**config.mk**
```make
export PLATFORM = sky130hd
export DESIGN_NAME = bram_dump_seq
export DESIGN_NICKNAME = d
export VERILOG_FILES = /design/src/rtl/bram_dump_seq.sv
export SDC_FILE = /design/constraint.sdc
export NUM_CORES = 1
export LEC_CHECK = 0
export CAP_MARGIN = 20
export CORE_UTILIZATION = 35
export DETAILED_ROUTE_END_ITERATION = 12
export PLACE_DENSITY_LB_ADDON = 0.05
export SYNTH_ARGS = -nofsm -noshare
export SYNTH_HDL_FRONTEND = slang
export SYNTH_SLANG_ARGS = --single-unit
```
**constraint.sdc**
```tcl
create_clock -name CLK_50M -period 7.2 [get_ports CLK_50M]
set_input_delay 1.8 -clock CLK_50M [delete_from_list [all_inputs] [get_ports CLK_50M]]
set_output_delay 1.8 -clock CLK_50M [all_outputs]
set_load 0.005 [all_outputs]
```
**src/rtl/bram_dump_seq.sv**
```systemverilog
// Streams a contiguous (wrapping) BRAM address range out through a byte UART,
// one byte per frame, with a req/busy handshake and an ack timeout.
module bram_dump_seq #(
   parameter int ADDR_W = 11,
   parameter int DATA_W = 8,
   parameter int RD_LAT = 2,
   parameter int ACK_TO = 1023
) (
   input  logic              CLK_50M,
   input  logic              rst_n,
   input  logic              start,
   input  logic              abort,
   input  logic [ADDR_W-1:0] base_addr,
   input  logic [ADDR_W:0]   length,
   output logic [ADDR_W-1:0] bram_addr,
   output logic              bram_en,
   input  logic [DATA_W-1:0] bram_dout,
   output logic [DATA_W-1:0] tx_data,
   output logic              tx_req,
   input  logic              tx_busy,
   output logic              busy,
   output logic              done,
   output logic              err,
   output logic [ADDR_W:0]   byte_cnt,
   output logic [2:0]        state
);

   typedef enum logic [2:0] {
      S_IDLE  = 3'd0,
      S_ADDR  = 3'd1,
      S_WAIT  = 3'd2,
      S_LOAD  = 3'd3,
      S_REQ   = 3'd4,
      S_DRAIN = 3'd5,
      S_FIN   = 3'd6
   } state_t;

   localparam logic [ADDR_W:0] ONE_L   = (ADDR_W+1)'(1);
   localparam logic [ADDR_W:0] LEN_MAX = {1'b1, {ADDR_W{1'b0}}};
   localparam logic [9:0]      TO_MAX  = 10'(ACK_TO);
   localparam logic [1:0]      LAT_END = 2'(RD_LAT - 2);

   state_t              state_q, state_d;
   logic [ADDR_W-1:0]   base_q, base_d;
   logic [ADDR_W:0]     len_q, len_d;
   logic [ADDR_W:0]     offset_q, offset_d;
   logic [1:0]          lat_q, lat_d;
   logic [9:0]          to_q, to_d;
   logic [ADDR_W-1:0]   addr_q, addr_d;
   logic                en_q, en_d;
   logic [DATA_W-1:0]   data_q, data_d;
   logic [ADDR_W:0]     cnt_q, cnt_d;
   logic                err_q, err_d;

   always_ff @(posedge CLK_50M or negedge rst_n) begin
      if (!rst_n) begin
         state_q  <= S_IDLE;
         base_q   <= '0;
         len_q    <= '0;
         offset_q <= '0;
         lat_q    <= '0;
         to_q     <= '0;
         addr_q   <= '0;
         en_q     <= 1'b0;
         data_q   <= '0;
         cnt_q    <= '0;
         err_q    <= 1'b0;
      end else begin
         state_q  <= state_d;
         base_q   <= base_d;
         len_q    <= len_d;
         offset_q <= offset_d;
         lat_q    <= lat_d;
         to_q     <= to_d;
         addr_q   <= addr_d;
         en_q     <= en_d;
         data_q   <= data_d;
         cnt_q    <= cnt_d;
         err_q    <= err_d;
      end
   end

   always_comb begin
      state_d  = state_q;
      base_d   = base_q;
      len_d    = len_q;
      offset_d = offset_q;
      lat_d    = lat_q;
      to_d     = to_q;
      addr_d   = addr_q;
      data_d   = data_q;
      cnt_d    = cnt_q;
      err_d    = err_q;
      case (state_q)
         S_IDLE: begin
            if (start) begin
               base_d   = base_addr;
               len_d    = (length == '0) ? LEN_MAX : length;
               offset_d = '0;
               cnt_d    = '0;
               err_d    = 1'b0;
               state_d  = S_ADDR;
            end
         end
         S_ADDR: begin
            if (abort) begin
               state_d = S_FIN;
            end else begin
               // Truncation to ADDR_W bits gives the 2047 -> 0 wrap.
               addr_d  = base_q + offset_q[ADDR_W-1:0];
               lat_d   = '0;
               state_d = (RD_LAT == 1) ? S_LOAD : S_WAIT;
            end
         end
         S_WAIT: begin
            if (abort)                state_d = S_FIN;
            else if (lat_q == LAT_END) state_d = S_LOAD;
            else                      lat_d = lat_q + 2'd1;
         end
         S_LOAD: begin
            if (abort) begin
               state_d = S_FIN;
            end else begin
               data_d  = bram_dout;
               to_d    = '0;
               state_d = S_REQ;
            end
         end
         S_REQ: begin
            // Abort is not checked here so a started frame is never truncated.
            if (tx_busy) begin
               cnt_d   = cnt_q + ONE_L;
               state_d = S_DRAIN;
            end else if (to_q == TO_MAX) begin
               err_d   = 1'b1;
               state_d = S_FIN;
            end else begin
               to_d = to_q + 10'd1;
            end
         end
         S_DRAIN: begin
            if (!tx_busy) begin
               if (abort || offset_q == len_q - ONE_L) begin
                  state_d = S_FIN;
               end else begin
                  offset_d = offset_q + ONE_L;
                  state_d  = S_ADDR;
               end
            end
         end
         S_FIN:   state_d = S_IDLE;
         default: state_d = S_IDLE;
      endcase
      en_d = (state_d == S_WAIT) || (state_d == S_LOAD);
   end

   assign bram_addr = addr_q;
   assign bram_en   = en_q;
   assign tx_data   = data_q;
   assign tx_req    = (state_q == S_REQ);
   assign busy      = (state_q != S_IDLE) && (state_q != S_FIN);
   assign done      = (state_q == S_FIN);
   assign err       = err_q;
   assign byte_cnt  = cnt_q;
   assign state     = state_q;

endmodule
```
# Word-level counts from Yosys, hierarchy flattened
# Index checks and enable logic that the tools add are counted.
dict set report totals {
  wordCells 88
  output_inout_bits 39
  ff_bits 83
}
dict set report op_classes {
  addsub 6
  eq_ne 22
  n_mux 29
  bitwise 1
  n_reduce_logical 19
}
# op count
set op_table {}
lappend op_table {{$mux W12} 5}
lappend op_table {{$pmux W12 S2} 2}
lappend op_table {{$mux W10} 3}
lappend op_table {{$add A12 B1 Y12 const B} 2}
lappend op_table {{$mux W3} 8}
lappend op_table {{$pmux W10 S2} 1}
lappend op_table {{$ne A2 B2 Y1 const B} 9}
lappend op_table {{$pmux W3 S6} 1}
lappend op_table {{$reduce_and A4 Y1} 4}
lappend op_table {{$eq A12 B12 Y1} 1}
lappend op_table {{$eq A3 B2 Y1 const B} 4}
lappend op_table {{$logic_not A12 Y1} 1}
lappend op_table {{$sub A12 B1 Y12 const B} 1}
lappend op_table {{$add A11 B11 Y11} 1}
lappend op_table {{$add A10 B1 Y10 const B} 1}
lappend op_table {{$eq A10 B10 Y1 const B} 1}
lappend op_table {{$eq A3 B3 Y1 const B} 3}
lappend op_table {{$mux W2} 4}
lappend op_table {{$reduce_bool A2 Y1} 4}
lappend op_table {{$reduce_and A2 Y1} 3}
lappend op_table {{$ne A2 B1 Y1 const B} 2}
lappend op_table {{$pmux W2 S2} 1}
lappend op_table {{$eq A3 B1 Y1 const B} 1}
lappend op_table {{$logic_not A3 Y1} 1}
lappend op_table {{other kinds (10)} 13}

# Logic depth before layout (Yosys ltp)
# Gate-level depths: netlist of run 1.
dict set report logic_depth {
  word_depth 8
  ltp_mapped 11
}

# Worst setup path before layout of run 1
# No wires, ideal clock.
dict set report synth_timing {
  kind {input port to flip-flop}
  from {in abort}
  to {reg to_q[7]}
  t_arrival_ns 3.093
  cell_stages 8
  setup_slack_ns 3.974
  setup_time_ns 0.133
  required_time_ns 7.067
  path_cell_list {nor2_1 and3_1 clkbuf_1 nor2_1 nor3_1 nand3_1 xor2_1 nor2_1}
}
dict set report synth_between {
  elab_chain_len 2
}
# item line_no
set synth_rtl {}
lappend synth_rtl {{start, declared} 12} ;# input logic abort,
lappend synth_rtl {{$ne A2 B2 Y1 (no source line)} -}
lappend synth_rtl {{$reduce_and A4 Y1 (no source line)} -}
lappend synth_rtl {{end signal, assigned} 74} ;# to_q <= to_d;
lappend synth_rtl {{end, declared} 48} ;# logic [9:0] to_q, to_d;
# Every way passes these cells.
# A chain may end at the register's enable or synchronous reset.

# Final worst setup path of run 1
# Same ends and word-level chain as after synthesis.

==> flow_summary.ini, run 1 <==
[timing]
holdWs_ps = 474
max_slew_margin = 0.517
report.final.slew_viol_count = 0
tightest_slew_ps = 722
setup_viol = 0
setup_tns_ps = 0
rsz0062_at_grt = false
finalHoldViolCount = 0
finClkSkew_ps = 6.48
fin_ws_ps = 3380
post-route-period-util = 0.531
fin_crit_ps = 3820
max_freq_ghz = 0.262

[worst_setup_path]
crit_required_ps = 7400
cp-start-kind = primary input
endpoint_kind = flip-flop
path_max_fanout = 18
cp-startpoint = abort
reg2reg_from = len_q[0]$_DFFE_PN0P_
critical_path_class = in2reg
arrival_ps = 4020

[global_routing]
met1_usage = 0.225
track_usage = 0.174
grt_antenna_before_repair = 0
grt_use_met3 = 0.0397
grt_pass1_wl_mm = 17.8
top_usage_layer = met2
globalRouteMet2Util = 0.279
first_global_vias = 3654
grt_max_degree = 56
gr-total-overflow = 0

[finish]
regArea_um2 = 2080
mostFrequentLayoutCells = 101 x nand2_1, 83 x dfrtp_1, 73 x clkdlybuf4s50_1, 38 x nor2_1, 30 x o21ai_0
area_delta_synth_final_pct = 26.8
nFillCells = 1273
multi_input_area_um2 = 2320
final_area_um2 = 5740
drive_above_1_share = 0.0707
nets = 614
num_antenna_cells = 0
final_common_cell = nand2_1
post-route-util = 0.455

[pwr]
power_density_nw_per_um2 = 344
leakage_nw = 2.62
ir_worst_vdd_mv = 0.140

[yosys]
yosysUniqueCellTypes = 53
synth-edff-count = 0
yosysTopAreaCellShare = 0.459
syn_area_um2 = 4530
yosysSeqAreaShare = 0.459
yosys.area.top_type = dfrtp_1
synthFlopType = dfrtp_1
ys_seq_elements = 83
synth.area.top_cells = dfrtp_1 46%, nand2_1 8.4%, xnor2_1 4.4%
syn_area_per_cell_um2 = 9.24
syn_nets = 542
syn_inst = 490
yosysWarnings = 0
async_flop_share = 1.00

[floorplanning]
initial_core_util = 0.359
die_h_um = 116
num_rows = 41
design.core.area_um2 = 12600
die_w_um = 116
io_pins = 75
die-area_um2 = 13400

[routing]
ant_nets = 0
drt_iter0_markers = 184
post_drt_wl_per_cell_um = 14.1
drt-total-wl_mm = 10.4
first_pass_iters = 4
via_per_inst = 4.88
drc = 0
via_count = 3604

[cts]
cts.sinks = 83
clock_latency_ps = 340
root_buffer = clkbuf_16
clk_pin_slew_ps = 60
clk_path_buf_depth = 2
cts_buffers = 9
ctsHoldBuffers = 0
h-tree-depth = 3
cts_tree = yes
postCtsSetupBuffers = 0
cts-resized-gates = 0

[placement]
post_dp_cell_area_um2 = 5450
place.gp.congestion = 0.782
pre_cts_slack_ps = 2930
dp_hpwl_mm = 7.37
port_buffers = 74

[hold_path]
hold_start = bram_addr[9]$_DFFE_PN0P_
hold_class = reg2reg

[flow_run]
maxCapViolCount = 0

[outcome]
outcome = completed
==> worst max-delay path, stage by stage <==
cell	delay [ps]
clkdlybuf4s50_1	500
nor2_1	230
and3_1	670
nor2_1	110
nor3_1	360
nand3_1	150
xor2_1	140
nor2_1	50
==> cells by family after synthesis <==
logic type | Yosys count | share of synthesized area
buffers and inverters | 34 | 0.0301
flip-flops | 83 | 0.459
multiplexers | 15 | 0.0359
AND/OR/NAND/NOR | 221 | 0.231
adder cells (fa/ha/maj) | 16 | 0.0459
AO/OA/AOI/OAI | 78 | 0.115
XOR/XNOR | 43 | 0.0832
==> sequential cells by signal, indices dropped and copies added (netlist names) <==
| register | count |
|---|---|
| bram_en | 1 |
| offset_q | 12 |
| to_q | 10 |
| state | 3 |
| len_q | 12 |
| base_q | 11 |
| tx_data | 8 |
| lat_q | 2 |
| byte_cnt | 12 |
| bram_addr | 11 |
| err | 1 |
==> report_power, final <==
part           total [mW]  switching [mW]  internal, mW  leakage, nW
logic               0.751           0.365         0.385         1.39
registers           0.758           0.149         0.610         1.09
clock network       0.467           0.182         0.285        0.146
==> path summary, 6_finish.rpt <==
kind / end / slack, ps / cells past startpoint
max reg2reg: offset_q[5]$_DFFE_PN0P_ / 4310 / 10
max: to_q[7]$_DFFE_PN0P_ / 3380 / 8
min: bram_addr[9]$_DFFE_PN0P_ / 470 / 2
min in group asynchronous: bram_addr[8]$_DFFE_PN0P_ / 1370 / 1
min reg2reg: bram_addr[9]$_DFFE_PN0P_ / 470 / 2
max in group asynchronous: byte_cnt[4]$_DFFE_PN0P_ / 4790 / 2
==> layer usage <==
| layer | vias to the layer above | wire, um | part of all wire |
|---|---|---|---|
| li1 | 1819 | - | - |
| met1 | 1718 | 4890 | 0.47 |
| met2 | 56 | 4990 | 0.48 |
| met3 | 11 | 365 | 0.035 |
| met4 | 0 | 190 | 0.018 |
| met5 | - | 0 | 0 |
==> metrics by stage <==
step | std cells | total power [mW]
after floorplan | 490 | 1.21
after global placement | 723 | 1.52
after detailed placement | 723 | 1.53
after CTS | 738 | 2.01
after global routing | 738 | 2.14
final | 738 | 1.98
==> cell type report <==
class,count,share of cell area
Clock inverter,2,0.00610
Sequential cell,83,0.362
Tap cell,172,0.0375
Timing Repair Buffer,78,0.134
Multi-Input combinational cell,373,0.404
Clock buffer,13,0.0453
Inverter,17,0.0111
==> cell usage after synthesis (2+ instances only) <==
| cell type | n |
|---|---|
| a211oi_1 | 2 |
| a21o_1 | 5 |
| a21oi_1 | 14 |
| a31oi_1 | 7 |
| a41o_1 | 2 |
| and2_1 | 2 |
| and3_1 | 11 |
| and4_1 | 3 |
| buf_1 | 3 |
| clkbuf_1 | 12 |
| dfrtp_1 | 83 |
| ha_1 | 15 |
| inv_1 | 17 |
| mux2_2 | 10 |
| mux2i_1 | 5 |
| nand2_1 | 101 |
| nand2b_1 | 5 |
| nand3_1 | 13 |
| nand4_1 | 7 |
| nor2_1 | 38 |
| nor2b_1 | 6 |
| nor3_1 | 12 |
| nor3b_1 | 3 |
| nor4_1 | 2 |
| o211ai_1 | 4 |
| o21ai_0 | 30 |
| o21bai_1 | 2 |
| o31ai_1 | 2 |
| or2_2 | 4 |
| or3_1 | 6 |
| xnor2_1 | 23 |
| xor2_1 | 20 |
No activity file was read; power rests on OpenSTA's default activity.
==> run 2: changes to the inputs <==
==> constraint.sdc (replaced) <==
create_clock -name CLK_50M -period 3.3 [get_ports CLK_50M]
set_input_delay 0.825 -clock CLK_50M [delete_from_list [all_inputs] [get_ports CLK_50M]]
set_output_delay 0.825 -clock CLK_50M [all_outputs]
set_load 0.005 [all_outputs]
==> flow_summary.ini, run 2 (synthesis gave the netlist of run 1 again) <==
[outcome]
outcome = completed

[pwr]
leakage_nw = 2.65
power_density_nw_per_um2 = 747
power_mw = 4.32
ir_worst_vdd_mv = 0.377

[timing]
fin_ws_ps = 440
rsz0062_at_grt = false
setup_viol = 0
tightest_slew_ps = 762
post-route-period-util = 0.867
report.final.slew_viol_count = 0
fin_crit_ps = 2860
setup_tns_ps = 0
max_freq_ghz = 0.350
max_slew_margin = 0.488
finClkSkew_ps = 4.08
finalHoldViolCount = 0

[routing]
via_per_inst = 4.93
drt_iter0_markers = 152
drt-total-wl_mm = 10.4
first_pass_iters = 7
via_count = 3668
post_drt_wl_per_cell_um = 14.0
ant_nets = 0
drc = 0

[flow_run]
maxCapViolCount = 0

[worst_setup_path]
critical_path_class = reg2reg
r2r_slack_ps = 440
crit_required_ps = 3580
ff2ff_path_depth = 10
reg2reg_from = len_q[0]$_DFFE_PN0P_
rr_endpoint = offset_q[5]$_DFFE_PN0P_
path_max_fanout = 12
arrival_ps = 3140
cp-start-kind = flip-flop
endpoint_kind = flip-flop

[global_routing]
first_global_vias = 3678
grt_max_degree = 55
grt_antenna_before_repair = 0
track_usage = 0.171
grt_pass1_wl_mm = 17.5
gr-total-overflow = 0

[cts]
cts_tree = yes
h-tree-depth = 3
clk_pin_slew_ps = 60
cts-resized-gates = 0
clk_path_buf_depth = 2
postCtsSetupBuffers = 0
root_buffer = clkbuf_16
cts.sinks = 83
clock_latency_ps = 340
ctsHoldBuffers = 0
cts_buffers = 9

[floorplanning]
die-area_um2 = 13400
die_w_um = 116
initial_core_util = 0.359
die_h_um = 116
num_rows = 41
design.core.area_um2 = 12600
io_pins = 75

[hold_path]
hold_class = reg2reg
hold_depth = 2
hold_start = bram_addr[7]$_DFFE_PN0P_
hold_path_end = bram_addr[7]$_DFFE_PN0P_

[finish]
drive_above_1_share = 0.0804
num_antenna_cells = 0
final_common_cell = nand2_1
mostFrequentLayoutCells = 101 x nand2_1, 83 x dfrtp_1, 73 x clkdlybuf4s50_1, 38 x nor2_1, 30 x o21ai_0
nets = 620
area_delta_synth_final_pct = 27.8

[placement]
pre_cts_slack_ps = 455
port_buffers = 74
dp_hpwl_mm = 7.49
place.gp.congestion = 0.794
==> run 2: cell count changes in the layout (fill, tap and decap cells not counted) <==
| cell | change |
|---|---|
| buf_4 | +6 |
==> run 2: metal layers <==
layer	up-vias	part of all wire	track usage
met5	-	0	0
met4	0	0.013	0.0487
met3	12	0.042	0.0476
met2	71	0.48	0.287
met1	1751	0.46	0.217
li1	1834	-	-
==> run 2: cell type report <==
cell class / count / area, um^2
inverters: 17 / 63.8
fillers: 1276 / 6830
multi-input cells: 373 / 2320
well taps: 172 / 215
clock inverters: 2 / 35.0
repair buffers: 84 / 813
clock buffers: 13 / 260
flip-flops and latches: 83 / 2080
==> run 2: where the power goes <==
part           leakage [nW]  internal (mW)  switching [mW]  total, mW
clock                 0.146          0.623           0.393       1.02
sequential             1.09           1.33           0.328       1.66
combinational          1.41          0.856           0.793       1.65
==> run 2: worst max path at each step <==
stage,slack [ps],from,cells past startpoint,endpoint
after floorplan,630,len_q[0]$_DFFE_PN0P_,11,offset_q[10]$_DFFE_PN0P_
after global placement,520,len_q[0]$_DFFE_PN0P_,10,offset_q[5]$_DFFE_PN0P_
after detailed placement,450,len_q[0]$_DFFE_PN0P_,10,offset_q[11]$_DFFE_PN0P_
after CTS,440,len_q[0]$_DFFE_PN0P_,10,offset_q[5]$_DFFE_PN0P_
after global routing,270,len_q[0]$_DFFE_PN0P_,10,offset_q[11]$_DFFE_PN0P_
final,440,len_q[0]$_DFFE_PN0P_,10,offset_q[5]$_DFFE_PN0P_
==> run 2: worst max-delay path, cell delays in order (launching register included) <==
cell and delay, ps:
dfrtp_1 400, inv_1 80, ha_1 200, nand2b_1 110, or4_4 500, a2111oi_4 370
nand4_2 150, o311a_4 350, o21a_4 250, a311o_1 310, nand2_1 50
==> run 2: per-stage QoR <==
stage / instance area (um^2) / std cells / util / hold slack [ps]
2_1_floorplan: 4530 / 490 / - / 452
3_3_place_gp: 5490 / 729 / 0.435 / 464
3_5_place_dp: 5490 / 729 / 0.435 / 472
4_1_cts: 5790 / 744 / 0.459 / 485
5_1_grt: 5790 / 744 / 0.459 / 497
6_report: 5790 / 744 / 0.459 / 476
